## config.mk

```make
export PLATFORM = sky130hd
export DESIGN_NAME = da_egress_arbiter_flat
export DESIGN_NICKNAME = d
export VERILOG_FILES = /design/src/rtl/da_egress_arbiter_if.sv /design/src/rtl/da_egress_arbiter.sv /design/src/flat_wrapper.sv
export SDC_FILE = /design/constraint.sdc
export NUM_CORES = 1
export LEC_CHECK = 0
export ABC_CLOCK_PERIOD_IN_PS = 1800
export BUFFER_PORTS_ARGS = -buffer_cell sky130_fd_sc_hd__buf_2
export CAP_MARGIN = 20
export CORE_MARGIN = 4
export CORE_UTILIZATION = 39
export DETAILED_ROUTE_END_ITERATION = 12
export PLACE_DENSITY = 0.76
export SETUP_SLACK_MARGIN = 0.1
export SYNTH_ARGS = -nofsm -noshare
export SYNTH_HDL_FRONTEND = slang
export SYNTH_SLANG_ARGS = --single-unit
```

## constraint.sdc

```tcl
create_clock -name clk -period 1.8 [get_ports clk]
set_input_delay 0.18 -clock clk [delete_from_list [all_inputs] [get_ports clk]]
set_output_delay 0.18 -clock clk [all_outputs]
set_load 0.03 [all_outputs]
```

## src/rtl/da_egress_arbiter_if.sv

```systemverilog
// Bundle between the requesters, the egress arbiter and the dest-append packetizer.
// stall_cnt_out exists only when DA_ARB_STALL_CNT_EN is defined.
interface da_egress_arbiter_if #(
  parameter int NUM_REQ          = 4,
  parameter int WIDTH_DATA       = 12,
  parameter int ADDRESS_WIDTH    = 4,
  parameter int VC_ADDRESS_WIDTH = 1
);
  logic [NUM_REQ*WIDTH_DATA-1:0]       req_data_in;
  logic [NUM_REQ*ADDRESS_WIDTH-1:0]    req_dst_in;
  logic [NUM_REQ*VC_ADDRESS_WIDTH-1:0] req_vc_in;
  logic [NUM_REQ-1:0]                  req_valid_in;
  logic [NUM_REQ-1:0]                  req_ready_out;
  logic [WIDTH_DATA-1:0]               data_out;
  logic [ADDRESS_WIDTH-1:0]            dst_out;
  logic [VC_ADDRESS_WIDTH-1:0]         vc_out;
  logic                                valid_out;
  logic                                ready_in;
  logic [NUM_REQ-1:0]                  grant_out;
  logic                                idle_out;
`ifdef DA_ARB_STALL_CNT_EN
  logic [15:0]                         stall_cnt_out;

  modport master (
    input  req_data_in, req_dst_in, req_vc_in, req_valid_in, ready_in,
    output req_ready_out, data_out, dst_out, vc_out, valid_out, grant_out, idle_out,
    output stall_cnt_out
  );
  modport slave (
    output req_data_in, req_dst_in, req_vc_in, req_valid_in, ready_in,
    input  req_ready_out, data_out, dst_out, vc_out, valid_out, grant_out, idle_out,
    input  stall_cnt_out
  );
`else
  modport master (
    input  req_data_in, req_dst_in, req_vc_in, req_valid_in, ready_in,
    output req_ready_out, data_out, dst_out, vc_out, valid_out, grant_out, idle_out
  );
  modport slave (
    output req_data_in, req_dst_in, req_vc_in, req_valid_in, ready_in,
    input  req_ready_out, data_out, dst_out, vc_out, valid_out, grant_out, idle_out
  );
`endif
endinterface

```

## src/rtl/da_egress_arbiter.sv

```systemverilog
// Round-robin, burst-locking arbiter sharing one dest-append egress port among NUM_REQ requesters.
// Optional macro DA_ARB_STALL_CNT_EN adds a saturating output-stall cycle counter.
module da_egress_arbiter #(
  parameter int NUM_REQ          = 4,
  parameter int WIDTH_DATA       = 12,
  parameter int ADDRESS_WIDTH    = 4,
  parameter int VC_ADDRESS_WIDTH = 1,
  parameter int MAX_BURST        = 4
) (
  input  logic                   clk,
  input  logic                   rst_n,
  da_egress_arbiter_if.master    bus
);
  localparam int IW = $clog2(NUM_REQ);
  localparam int BW = $clog2(MAX_BURST + 1);

  typedef enum logic {ST_IDLE, ST_GRANT} state_t;

  state_t                      state_q, state_d;
  logic [IW-1:0]               ptr_q, ptr_d;
  logic [IW-1:0]               gidx_q, gidx_d;
  logic [NUM_REQ-1:0]          grant_q, grant_d;
  logic [BW-1:0]               beat_q, beat_d;
  logic [WIDTH_DATA-1:0]       data_q, data_d;
  logic [ADDRESS_WIDTH-1:0]    dst_q, dst_d;
  logic [VC_ADDRESS_WIDTH-1:0] vc_q, vc_d;
  logic                        valid_q, valid_d;

  logic                        slot_free;
  logic [IW-1:0]               pick_idx;
  logic [NUM_REQ-1:0]          req_ready;
  logic [BW-1:0]               beat_inc;

  logic [WIDTH_DATA-1:0]       data_arr [NUM_REQ];
  logic [ADDRESS_WIDTH-1:0]    dst_arr  [NUM_REQ];
  logic [VC_ADDRESS_WIDTH-1:0] vc_arr   [NUM_REQ];

  for (genvar gi = 0; gi < NUM_REQ; gi++) begin : g_unpack
    assign data_arr[gi] = bus.req_data_in[gi*WIDTH_DATA +: WIDTH_DATA];
    assign dst_arr[gi]  = bus.req_dst_in[gi*ADDRESS_WIDTH +: ADDRESS_WIDTH];
    assign vc_arr[gi]   = bus.req_vc_in[gi*VC_ADDRESS_WIDTH +: VC_ADDRESS_WIDTH];
  end

  assign slot_free = !valid_q || bus.ready_in;
  assign beat_inc  = beat_q + BW'(1);

  // Walk downward so the candidate closest after the pointer is the last (winning) write.
  always_comb begin
    int            idx;
    logic [IW-1:0] cand;
    pick_idx = '0;
    idx      = 0;
    cand     = '0;
    for (int k = NUM_REQ; k >= 1; k--) begin
      idx  = (int'(ptr_q) + k) % NUM_REQ;
      cand = IW'(idx);
      if (bus.req_valid_in[cand]) pick_idx = cand;
    end
  end

  always_comb begin
    state_d   = state_q;
    ptr_d     = ptr_q;
    gidx_d    = gidx_q;
    grant_d   = grant_q;
    beat_d    = beat_q;
    data_d    = data_q;
    dst_d     = dst_q;
    vc_d      = vc_q;
    valid_d   = slot_free ? 1'b0 : valid_q;
    req_ready = '0;
    case (state_q)
      ST_IDLE: begin
        if (|bus.req_valid_in) begin
          state_d = ST_GRANT;
          gidx_d  = pick_idx;
          grant_d = {{(NUM_REQ-1){1'b0}}, 1'b1} << pick_idx;
          beat_d  = '0;
        end
      end
      ST_GRANT: begin
        // A stalled output slot freezes everything, including the release decision.
        if (slot_free) begin
          req_ready[gidx_q] = 1'b1;
          if (bus.req_valid_in[gidx_q]) begin
            data_d  = data_arr[gidx_q];
            dst_d   = dst_arr[gidx_q];
            vc_d    = vc_arr[gidx_q];
            valid_d = 1'b1;
            beat_d  = beat_inc;
            if (beat_inc == BW'(MAX_BURST)) begin
              state_d = ST_IDLE;
              ptr_d   = gidx_q;
              grant_d = '0;
            end
          end else begin
            state_d = ST_IDLE;
            ptr_d   = gidx_q;
            grant_d = '0;
          end
        end
      end
      default: state_d = ST_IDLE;
    endcase
  end

  always_ff @(posedge clk or negedge rst_n) begin
    if (!rst_n) begin
      state_q <= ST_IDLE;
      ptr_q   <= IW'(NUM_REQ - 1);
      gidx_q  <= '0;
      grant_q <= '0;
      beat_q  <= '0;
      data_q  <= '0;
      dst_q   <= '0;
      vc_q    <= '0;
      valid_q <= 1'b0;
    end else begin
      state_q <= state_d;
      ptr_q   <= ptr_d;
      gidx_q  <= gidx_d;
      grant_q <= grant_d;
      beat_q  <= beat_d;
      data_q  <= data_d;
      dst_q   <= dst_d;
      vc_q    <= vc_d;
      valid_q <= valid_d;
    end
  end

  assign bus.req_ready_out = req_ready;
  assign bus.data_out      = data_q;
  assign bus.dst_out       = dst_q;
  assign bus.vc_out        = vc_q;
  assign bus.valid_out     = valid_q;
  assign bus.grant_out     = grant_q;
  assign bus.idle_out      = (state_q == ST_IDLE);

`ifdef DA_ARB_STALL_CNT_EN
  logic [15:0] stall_q, stall_d;

  always_comb begin
    stall_d = stall_q;
    if (valid_q && !bus.ready_in && (stall_q != 16'hFFFF)) stall_d = stall_q + 16'd1;
  end

  always_ff @(posedge clk or negedge rst_n) begin
    if (!rst_n) stall_q <= '0;
    else        stall_q <= stall_d;
  end

  assign bus.stall_cnt_out = stall_q;
`endif
endmodule

```

## src/flat_wrapper.sv

```systemverilog
// flat-port wrapper written by rule: the top's interface ports become plain ports
module da_egress_arbiter_flat 
#(
  parameter int NUM_REQ          = 4,
  parameter int WIDTH_DATA       = 12,
  parameter int ADDRESS_WIDTH    = 4,
  parameter int VC_ADDRESS_WIDTH = 1,
  parameter int MAX_BURST        = 4
)
  (clk, rst_n, bus_req_data_in, bus_req_dst_in, bus_req_vc_in, bus_req_valid_in, bus_ready_in, bus_req_ready_out, bus_data_out, bus_dst_out, bus_vc_out, bus_valid_out, bus_grant_out, bus_idle_out);
  da_egress_arbiter_if #(.NUM_REQ(NUM_REQ), .WIDTH_DATA(WIDTH_DATA), .ADDRESS_WIDTH(ADDRESS_WIDTH), .VC_ADDRESS_WIDTH(VC_ADDRESS_WIDTH)) bus_i ();
  input  logic clk;
  input  logic rst_n;
  input wire logic [$bits(bus_i.req_data_in)-1:0] bus_req_data_in;
  input wire logic [$bits(bus_i.req_dst_in)-1:0] bus_req_dst_in;
  input wire logic [$bits(bus_i.req_vc_in)-1:0] bus_req_vc_in;
  input wire logic [$bits(bus_i.req_valid_in)-1:0] bus_req_valid_in;
  input wire logic [$bits(bus_i.ready_in)-1:0] bus_ready_in;
  output wire logic [$bits(bus_i.req_ready_out)-1:0] bus_req_ready_out;
  output wire logic [$bits(bus_i.data_out)-1:0] bus_data_out;
  output wire logic [$bits(bus_i.dst_out)-1:0] bus_dst_out;
  output wire logic [$bits(bus_i.vc_out)-1:0] bus_vc_out;
  output wire logic [$bits(bus_i.valid_out)-1:0] bus_valid_out;
  output wire logic [$bits(bus_i.grant_out)-1:0] bus_grant_out;
  output wire logic [$bits(bus_i.idle_out)-1:0] bus_idle_out;
  assign bus_i.req_data_in = bus_req_data_in;
  assign bus_i.req_dst_in = bus_req_dst_in;
  assign bus_i.req_vc_in = bus_req_vc_in;
  assign bus_i.req_valid_in = bus_req_valid_in;
  assign bus_i.ready_in = bus_ready_in;
  assign bus_req_ready_out = bus_i.req_ready_out;
  assign bus_data_out = bus_i.data_out;
  assign bus_dst_out = bus_i.dst_out;
  assign bus_vc_out = bus_i.vc_out;
  assign bus_valid_out = bus_i.valid_out;
  assign bus_grant_out = bus_i.grant_out;
  assign bus_idle_out = bus_i.idle_out;
  da_egress_arbiter #(.NUM_REQ(NUM_REQ), .WIDTH_DATA(WIDTH_DATA), .ADDRESS_WIDTH(ADDRESS_WIDTH), .VC_ADDRESS_WIDTH(VC_ADDRESS_WIDTH), .MAX_BURST(MAX_BURST)) u_core (.clk(clk), .rst_n(rst_n), .bus(bus_i));
endmodule
```

After elaboration in Yosys (flattened, before gate mapping):

Index checks and enable logic that the tools add are counted.

* bits in registers: 30
* output and inout port bits: 27
* logic and storage cells: 86

* $add $sub $neg: 5
* $lt $le $gt $ge: 7
* eq/ne operators: 6
* shift-type cells: 1
* muxes and demuxes: 47
* bitwise operators: 2
* reductions and logical operators: 9

Operators with widths (count)
* $mux 4: 8
* $bmux 12 s2: 1
* $mux 12: 2
* $mux 1: 16
* $lt 2x3->1 const B: 5
* $bmux 1 s2: 6
* $mux 2: 6
* $reduce_and 3->1: 4
* $mux 3: 3
* $bmux 4 s2: 1
* $pmux 4 s2: 1
* $ne 2x2->1 const B: 3
* $pmux 3 s2: 1
* $add 2x1->2 const B: 2
* $add 2x2->2 const B: 2
* $reduce_or 4->1: 1
* $shl 1x2->4 const A: 1
* $add 3x1->3 const B: 1
* $eq 3x3->1 const B: 1
* $ge 3x3->1 const B: 1
* $ne 3x3->1 const B: 1
* $not 2->3: 1
* $demux 1 s2: 1
* $ge 2x1->1 const B: 1
* other kinds (7): 7

Logic depth before layout (Yosys ltp):

Gate-level depths: netlist of run 1.

* word-level depth: 10
* depth in mapped cells: 6

Worst setup path after synthesis of run 1:

No wires, ideal clock.

* path kind: reg2out
* start: register u_core.gidx_q[0]
* end: output bus_req_ready_out[1]
* arrival: 1.592 ns
* data required time: 1.620 ns
* slack: 0.028 ns
* stages on the path, launching flop included: 4
* path buffers: 2
* path through: dfrtp_1 buf_6 clkbuf_1 nor3b_1

* word-level cells in the longest chain between the ends: 6

Ends and longest elaborated chain
* start, declared: RTL line da_egress_arbiter.sv:21 `logic [IW-1:0] gidx_q, gidx_d;`
* start signal, assigned: RTL line da_egress_arbiter.sv:121 `gidx_q <= gidx_d;`
* $lt 2x3->1 (implied by the code) / $ge 2x1->1 (equally long branches): RTL line da_egress_arbiter.sv:84 `req_ready[gidx_q] = 1'b1;`
* $logic_and 1x1->1 (implied by the code): RTL line da_egress_arbiter.sv:84
* $mux 1 (implied by the code): RTL line da_egress_arbiter.sv:84
* $demux 1 s2 (*)
* $mux 4 (*): RTL line da_egress_arbiter.sv:83 `if (slot_free) begin`
* $mux 4 (*): RTL line da_egress_arbiter.sv:72 `case (state_q)`
* end, declared: RTL line flat_wrapper.sv:19 `output wire logic [$bits(bus_i.req_ready_out)-1:0] bus_req_ready_out;`

Mark *: on every way between the ends. The rest lies on a longest branch, timed or not.

Worst setup path in the final report of run 1:

* start: register u_core.gidx_q[0]
* end: register u_core.data_q[3], in the netlist u_core.bus.data_out[3]

* word-level cells in the longest chain between the ends: 4

Ends and longest elaborated chain
* $not 2->3 (implied by the code): RTL line da_egress_arbiter.sv:86 `data_d = data_arr[gidx_q];`
* $bmux 12 s2: RTL line da_egress_arbiter.sv:86
* $mux 12 (implied by the code) (2 in a row): RTL line da_egress_arbiter.sv:86
* end signal, assigned: RTL line da_egress_arbiter.sv:124 `data_q <= data_d;`
* end, declared: RTL line da_egress_arbiter.sv:24 `logic [WIDTH_DATA-1:0] data_q, data_d;`

Parallel ways exist; a longest one is shown, timed or not. The select of a mux whose other input is x is not followed.
A chain may end at the register's enable or synchronous reset.

==> results.md, run 1 <==
- Outcome: finished, final reports clean
- CP endpoint kind: flop
- Pin count of the biggest net entering global routing: 31
- Syn Nets: 200
- Fill count: 381
- Fmax: 0.5968 GHz
- Num CTS Buffers: 5
- Final min period: 1676 ps
- Net Sw Frac: 43.02%
- Routability cong.: 0.7146
- Combinational group share of total power: 59.7%
- Top_reg_cell synth: dfrtp_1
- P&R area growth vs syn: 36.98%
- Final core occ: 55.03%
- IO buf count: 101
- Post-synth EDFFs: 0
- Yosys cell types: 33
- Clock skew: 1.124 ps
- Core Rows: 24
- Asr flop ratio synth: 100.0%
- # placed instances: 270
- Vias in the first global route: 1354
- Horiz. Die Dim: 74.97 um
- Initial core utilization: 40.17%
- Clk Tree Root Cell: clkbuf_8
- Least-Margin Pin Slew: 641.9 ps
- Final Cycle Share: 93.09%
- Peak supply drop: 0.0007141 V
- Die area: 5621 um2
- Clock tree sinks: 30
- ANT cells: 0
- Slew Limit Headroom: 57.21%
- NetSw: 1.851 mW
- Vias: 1472
- Reg clk slew, reported paths: 60 ps
- Crit path arrival time: 1840 ps
- GRT Util Overall: 14.86%
- Routed wire length: 4501 um
- Fin area: 2396 um2
- Avg Inst Size Synth: 14.22 um2
- Setup Fix Bufs, Post-CTS: 0
- Reg power frac: 28.9%
- DR WL/cell: 16.13 um
- Drt first pass iters: 4
- Yosys warnings: 0
- Count of max-cap constraint violations: 0
- Die Y-Extent: 74.97 um
- Synthesized netlist cell count: 123
- DR iter-0 viols: 65
- CORE AREA: 4354 um2
- Mapped cell area: 1749 um2
- Clock buffer depth: 2
- Worst EP required: 1960 ps
- Crit Path Category: reg2reg
- Routed vias/inst: 5.276
- Net count, final: 304
- Fin. Hold Viols: 0
- Worst hold path type: in2reg
- CTS tree: yes
- Commonest non-fill, non-tap cells in the layout: buf_2 (101), dfrtp_1 (28), mux4_2 (18)
- I/O pins: 102
- Slew Viols, Final: 0
- LEAKAGE: 1.176 nW
- Worst skew pair latency: 270 ps
- Antenna-violating nets left: 0
- Internal Power: 2.452 mW
- Gr ovfl total: 0
- RSZ-0062 raised after global routing: yes
- Pwr/cell area: 1796 nW/um2
- Setup TNS: 0 ps
- DRC viols: 0
- Finished Layout Cells: 279
- H-tree Lvls: 2
- Setup crit start kind: flop
- Fin Hold WS: 265.6 ps
- Initial antenna violation count: 0
- # setup viols final: 0
- Post-synthesis register bit count: 30
- Clock Power Share: 11.4%
- Share of cells above drive strength 1: 66.96%
- Detail Placement HPWL: 3546 um
- Area post-placement: 2296 um2
- Commonest non-fill, non-tap cell in the layout: buf_2
- CP Max Fanout: 12
- First-pass GRT wire length: 6216 um
- Register area share after synthesis: 43.06%
[sequential cells by signal, summed over array words and instances (netlist names), named ones only]
register and count:
u_core.beat_q 3, u_core.bus.grant_out 4, u_core.bus.vc_out 1, u_core.bus.dst_out 4
u_core.state_q 1, u_core.ptr_q 2, u_core.bus.data_out 12, u_core.gidx_q 2
[Yosys cell counts (2+ instances only)]
cell type	number	share of area (%)
ha_1	2	1.4
nand3_1	3	0.86
nor3b_1	2	0.86
nand2_1	4	0.86
nand2b_1	4	1.4
a21o_1	3	1.3
mux2_2	16	10
a21boi_0	2	0.86
clkbuf_1	5	1.1
buf_6	2	1.3
mux4_2	18	23
inv_1	2	0.43
nor2b_1	3	1.1
mux2_4	2	1.7
dfstp_2	2	3.0
nor2_1	2	0.43
o21ai_0	5	1.4
dfrtp_1	28	40
a32o_1	4	2.3
[per-stage QoR]
step | worst slack, ps | total power, mW
6_report | 124.5 | 4.303
5_1_grt | 45.37 | 4.581
4_1_cts | 111.5 | 4.369
3_5_place_dp | 102.4 | 3.832
3_3_place_gp | 138.4 | 3.774
2_1_floorplan | 34.37 | 3.224
[cells by family (layout without fill, tap and decap cells)]
group / count (synthesis) / count (layout) / synth area share [%]
buffers and inverters: 11 / 114 / 3.505
adder cells (fa/ha/maj): 2 / 2 / 1.430
flip-flops: 30 / 30 / 43.06
AND/OR/NAND/NOR: 24 / 25 / 8.011
AO/OA/AOI/OAI: 18 / 18 / 7.582
multiplexers: 38 / 38 / 36.41
[repair_timing]
action	in CTS	in global routing
hold endpoints to repair	28	0
setup endpoints to repair	1	14
gates cloned	1	0
pin swaps	0	0
resized for setup	0	2
hold buffers	1	0
[power groups by stage]
stage	clock network, mW	logic (mW)	registers (mW)
2_1_floorplan	0	1.53	1.69
3_3_place_gp	0	2.54	1.23
3_5_place_dp	0	2.59	1.25
4_1_cts	0.510	2.61	1.24
5_1_grt	0.534	2.76	1.29
6_report	0.489	2.57	1.24
[routing by layer]
| layer | wire [um] | global-route usage [%] |
|---|---|---|
| met2 | 2365 | 25.63 |
| met5 | 0 | 0 |
| met4 | 46 | 4.743 |
| met1 | 1771 | 18.29 |
| met3 | 317 | 3.605 |
[final cells by class]
type	count	area (um2)	share of cell area, %
well taps	52	65.06	2.715
flip-flops and latches	30	753.2	31.44
clock buffers	7	76.32	3.185
multi-input cells	83	955.9	39.90
inverters	2	7.507	0.3133
repair buffers	105	538.0	22.45
[worst paths after layout]
check | start | end | slack, ps | cells past startpoint
setup reg to reg | u_core.gidx_q[0] | u_core.bus.data_out[3] | 120 | 3
hold reg to reg | u_core.bus.dst_out[2] | u_core.bus.dst_out[2] | 490 | 1
hold / removal | bus_ready_in | flop | 270 | 3
max in group asynchronous | rst_n | u_core.bus.grant_out[1] | 910 | 2
min in group asynchronous | rst_n | u_core.bus.data_out[7] | 480 | 2
setup / recovery | u_core.gidx_q[0] | u_core.bus.data_out[3] | 120 | 3
[critical path, cell delays in order, from the launching register on]
cell and delay, ps:
dfrtp_1 380, mux4_2 580, nand3_2 240, mux2_2 360
Note: power is estimated with default switching activity, not from simulation.
==> run 2: changes to the inputs <==
BUFFER_PORTS_ARGS = unset   (was -buffer_cell sky130_fd_sc_hd__buf_2)
CORE_UTILIZATION = 59   (was 39)
CTS_BUF_LIST = sky130_fd_sc_hd__clkbuf_4   (was unset)
DONT_BUFFER_PORTS = 1   (was unset)
PLACE_DENSITY = 0.78   (was 0.76)
==> run 2 against run 1 <==
Register-to-register slack about the same. First-iteration DRC count down 11%. Critical path depth unchanged. Design area down 16%. Combinational power down 22%. Sequential share of layout area up 6.2 points. Largest cell class unchanged. Highest routed layer unchanged.
==> results.md, run 2 (synthesis gave the netlist of run 1 again) <==
- Clock skew: 10.00 ps (+8.880 ps)
- Fmax: 0.5927 GHz (-0.69%)
- Least-Margin Pin Slew: 339.9 ps (-301.9 ps)
- Crit path arrival time: 1970 ps (+130 ps)
- CP endpoint kind: flop
- Fin. Hold Viols: 0 (unchanged)
- CP Max Fanout: 7 (-5)
- Worst EP required: 2080 ps (+120 ps)
- ANT cells: 0 (unchanged)
- Fin Hold WS: 80.06 ps (-185.6 ps)
- Highest cell delay on the worst timing path: 610 ps (+30 ps)
- P&R area growth vs syn: 14.66%
- Buf/Inv on CP: 0 (unchanged)
- Crit Path Category: reg2reg
- Routed vias/inst: 7.188 (+36%)
- Worst r2r dst: u_core.ptr_q[1]
- Initial antenna violation count: 0 (unchanged)
- Final core occ: 71.50% (+16 points)
- Clock tree sinks: 30 (unchanged)
- Outcome: finished, final reports clean
- I/O pins: 102 (unchanged)
- DR WL/cell: 26.29 um (+63%)
- Peak supply drop: 0.001122 V (+57%)
- CORE AREA: 2805 um2 (-36%)
- Die area: 3900 um2 (-31%)
- Flop2flop setup slack: 110 ps (about the same)
- IO buf count: 0 (-100%)
- Crit path launch: u_core.gidx_q[0]
- Horiz. Die Dim: 62.45 um (-17%)
- Final Power: 4.324 mW (+0.49%)
- Slew Viols, Final: 0 (unchanged)
- First-pass GRT wire length: 6734 um (+8.3%)
- Core Rows: 19 (-21%)
- Drt first pass iters: 4 (unchanged)
- LEAKAGE: 0.8474 nW (-28%)
- Max FFs per register: 12 (unchanged)
- GRT Util Overall: 23.25% (+8.4 points)
- Clk Tree Root Cell: clkbuf_4
- Commonest non-fill, non-tap cells in the layout: dfrtp_1 (27), mux4_2 (18), mux2_2 (15)
- Cells on worst reg2reg path: 3 (unchanged)
- Routed wire length: 4470 um (-0.69%)
- Critical Path Stages: 3 (unchanged)
- Reg clk slew, reported paths: 100 ps (+40 ps)
- Final Cycle Share: 93.73% (+0.65 points)
- # setup viols final: 0 (unchanged)
- Final min period: 1687 ps (+11.66 ps)
- Die Y-Extent: 62.45 um (-17%)
- Vias: 1222 (-17%)
- Pwr/cell area: 2156 nW/um2 (+20%)
- Initial core utilization: 62.36% (+22 points)
- Count of max-cap constraint violations: 0 (unchanged)
- Net count, final: 215 (-29%)
- Num CTS Buffers: 5 (unchanged)
- Clock buffer depth: 2 (unchanged)
- DR iter-0 viols: 58 (-11%)
- Critical path's top delay family: multiplexers
- DRC viols: 0 (unchanged)
- Pin count of the biggest net entering global routing: 31 (unchanged)
- H-tree Lvls: 2 (unchanged)
- Setup crit start kind: flop
- RSZ-0062 raised after global routing: yes
- Setup TNS: 0 ps (unchanged)
- Worst skew pair latency: 340 ps (+70 ps)
- Critical-path top delay cell: mux4_2
- CTS tree: yes
- Detail Placement HPWL: 3178 um (-10%)
- Share of cells above drive strength 1: 48.92% (-18 points)
- Reg2Reg Launch Point: u_core.gidx_q[0]
- Commonest non-fill, non-tap cell in the layout: dfrtp_1
- Worst hold path type: in2reg
- Vias in the first global route: 1270 (-6.2%)
- Gr ovfl total: 0 (unchanged)
- Setup crit end: u_core.ptr_q[1]
- Slew Limit Headroom: 77.10% (+20 points)
- Antenna-violating nets left: 0 (unchanged)
- Routability cong.: 0.8084 (+13%)
- Critical path, cell by cell: mux4_2 > a21o_2 > mux2_4
run 2: worst min path at each step:
stage / end / slack (ps) / depth (start not counted) / start
6_report: u_core.state_q / 80 / 2 / bus_req_valid_in[3]
4_1_cts: u_core.state_q / 120 / 2 / bus_req_valid_in[3]
3_3_place_gp: asynchronous set/reset pin / -110 / 0 / rst_n
2_1_floorplan: asynchronous set/reset pin / -120 / 0 / rst_n
5_1_grt: u_core.state_q / 90 / 2 / bus_req_valid_in[3]
3_5_place_dp: asynchronous set/reset pin / -110 / 0 / rst_n
run 2: metrics by stage:
step	worst slack, ps	area [um2]	std cells
final	112.8	2006	170
after detailed placement	79.64	1802	153
after global placement	147.1	1802	153
after global routing	38.16	2006	170
after floorplan	34.37	1762	123
after CTS	58.73	1924	164
run 2: cell type report:
class / count / area, um2
clock buffer: 6 / 45.04
clock inverter: 2 / 37.54
fill: 198 / 799.5
inverter: 2 / 7.507
multi-input combinational: 84 / 987.2
sequential: 30 / 754.5
tap: 31 / 38.79
timing repair buffer: 15 / 135.1
run 2: timing repair:
| item | CTS | global route |
|---|---|---|
| endpoints found under the hold margin | 30 | 0 |
| hold buffers | 2 | 0 |
| gates cloned | 1 | 1 |
| setup buffers | 0 | 5 |
| pin swaps | 0 | 0 |
| resized for setup | 0 | 10 |
| setup endpoints to repair | 17 | 27 |
run 2: routing by layer:
layer | GRT usage (%) | vias to the layer above | routed length (um)
met1 | 24.36 | 624 | 1445
li1 | - | 515 | -
met2 | 39.41 | 70 | 2515
met4 | 12.40 | 0 | 150
met5 | 0 | - | 0
met3 | 9.892 | 13 | 358
run 2: report_power, final:
group	switching, mW	total, mW	internal (mW)
clock network	0.243	0.551	0.308
registers	0.747	1.77	1.02
logic	0.913	2.00	1.09
==> run 3: changes to the inputs <==
MAX_ROUTING_LAYER = met4   (was unset)
PLACE_DENSITY = unset   (was 0.78)
PLACE_DENSITY_LB_ADDON = 0.25   (was unset)
==> run 3 against run 2 <==
Critical path depth did not move. Sequential share of layout area rose by 0.19 points. Sequential power barely moved. Global-route usage fell by 1.1 points. Wire length fell by 5.9%. Fmax fell by 0.24%. Sequential cell count did not move. First-iteration DRC count fell by 60%.
==> results.md, run 3 (synthesis gave the netlist of run 1 again) <==
- Outcome: finished, final reports clean
- RSZ-0062 raised after global routing: yes
- Fill count: 198 (unchanged)
- Worst EP required: 2020 ps (-60 ps)
- Fin area: 1996 um2 (-0.50%)
- Horiz. Die Dim: 62.45 um (unchanged)
- I/O pins: 102 (unchanged)
- Slew Limit Headroom: 77.48% (+0.38 points)
- DRC viols: 0 (unchanged)
- Net count, final: 214 (-0.47%)
- Commonest non-fill, non-tap cells in the layout: dfrtp_1 (27), mux4_2 (18), mux2_2 (15)
- P&R area growth vs syn: 14.09%
- Drt first pass iters: 4 (unchanged)
- Num CTS Buffers: 5 (unchanged)
- Pin count of the biggest net entering global routing: 31 (unchanged)
- Worst skew pair latency: 330 ps (about the same)
- Final min period: 1691 ps (+4.063 ps)
- DR iter-0 viols: 23 (-60%)
- Fin Hold WS: 118.9 ps (+38.87 ps)
- IO buf count: 0 (unchanged)
- Crit path arrival time: 1910 ps (-60 ps)
- Crit Path Category: reg2reg
- Die Y-Extent: 62.45 um (unchanged)
- Reg clk slew, reported paths: 100 ps (about the same)
- CTS tree: yes
- Slew Viols, Final: 0 (unchanged)
- Setup crit start kind: flop
- Max FFs per register: 12 (unchanged)
- First-pass GRT wire length: 6437 um (-4.4%)
- Share of cells above drive strength 1: 50.00% (+1.1 points)
- Clock buffer depth: 2 (unchanged)
- Final Cycle Share: 93.96% (+0.23 points)
- LEAKAGE: 0.8353 nW (-1.4%)
- Routed vias/inst: 6.953 (-3.3%)
- Routed wire length: 4206 um (-5.9%)
- Vias: 1175 (-3.8%)
- CP endpoint kind: flop
- H-tree Lvls: 2 (unchanged)
- Count of max-cap constraint violations: 0 (unchanged)
- Initial core utilization: 62.36% (unchanged)
- Commonest non-fill, non-tap cell in the layout: dfrtp_1
- Clock tree sinks: 30 (unchanged)
- Vias in the first global route: 1240 (-2.4%)
- Cells on worst reg2reg path: 3 (unchanged)
- CP Max Fanout: 7 (unchanged)
- Routability cong.: 0.8094 (+0.12%)
- Core Rows: 19 (unchanged)
- Antenna-violating nets left: 0 (unchanged)
- CORE AREA: 2805 um2 (unchanged)
- Area of the multi-input gates: 1013 um2 (+2.7%)
- ANT cells: 0 (unchanged)
- Pwr/cell area: 2078 nW/um2 (-3.6%)
- DR WL/cell: 24.89 um (-5.3%)
- Detail Placement HPWL: 3125 um (-1.7%)
- Worst hold path type: in2reg
- Area post-placement: 1802 um2 (unchanged)
- Initial antenna violation count: 0 (unchanged)
- Fin. Hold Viols: 0 (unchanged)
- GRT Util Overall: 22.11% (-1.1 points)
- Gr ovfl total: 0 (unchanged)
- Least-Margin Pin Slew: 334.3 ps (-5.647 ps)
- Peak supply drop: 0.001097 V (-2.2%)
- Final Power: 4.147 mW (-4.1%)
- # setup viols final: 0 (unchanged)
- Reg area: 754.5 um2 (unchanged)
- Clk Tree Root Cell: clkbuf_4
- Die area: 3900 um2 (unchanged)
- Setup TNS: 0 ps (unchanged)
- Clock skew: 11.31 ps (+1.308 ps)
- Worst Hold Depth: 2 (unchanged)
- Fmax: 0.5913 GHz (-0.24%)
## run 3: worst max-delay path, cell delays in order (launching register included)
cell     delay [ps]
dfrtp_1         400
mux4_2          640
nand3_4         200
mux2_2          350
## run 3: metal layers
layer | vias up | part of all wire, % | track usage, %
met5 | - | 0 | -
met4 | 0 | 1.3 | 5.785
met3 | 6 | 10 | 9.892
met2 | 63 | 56 | 39.28
met1 | 595 | 32 | 21.88
li1 | 511 | - | -
## run 3: path summary, 6_finish.rpt
kind,from,to,slack [ps]
min reg2reg,u_core.beat_q[2],u_core.beat_q[2],540
max,u_core.gidx_q[0],u_core.bus.data_out[5],110
max reg2reg,u_core.gidx_q[0],u_core.bus.data_out[5],110
min in group asynchronous,rst_n,u_core.gidx_q[1],290
max in group asynchronous,rst_n,u_core.ptr_q[1],1280
min,bus_ready_in,flop,120
## run 3: final cells by class
cell class,count,share of cell area (%)
tap,31,1.944
timing repair buffer,14,6.395
sequential,30,37.81
clock buffer,5,1.881
clock inverter,3,0.8150
inverter,2,0.3762
multi-input combinational,84,50.78
## run 3: what timing repair did
action,in CTS,in global routing
setup buffers,0,4
hold buffers,2,0
endpoints found under the setup margin,17,27
gates cloned,1,1
pin swaps,0,2
endpoints found under the hold margin,30,0
gates resized for setup,0,16
## run 3: through the flow
| step | setup slack, ps | util (%) | std cells |
|---|---|---|---|
| finish | 108.7 | 71.14 | 169 |
| global route | 70.37 | 71.14 | 169 |
| CTS | 72.51 | 67.57 | 164 |
| detailed placement | 90.92 | 64.23 | 153 |
| global placement | 141.0 | 64.23 | 153 |
| floorplan | 34.37 | - | 123 |
## run 3: report_power, final
part | internal (mW) | switching, mW | leakage, nW | total (mW)
registers | 1.02 | 0.745 | 0.360 | 1.77
clock network | 0.145 | 0.235 | 0.0286 | 0.380
logic | 1.10 | 0.897 | 0.447 | 2.00
total | 2.27 | 1.88 | 0.835 | 4.15
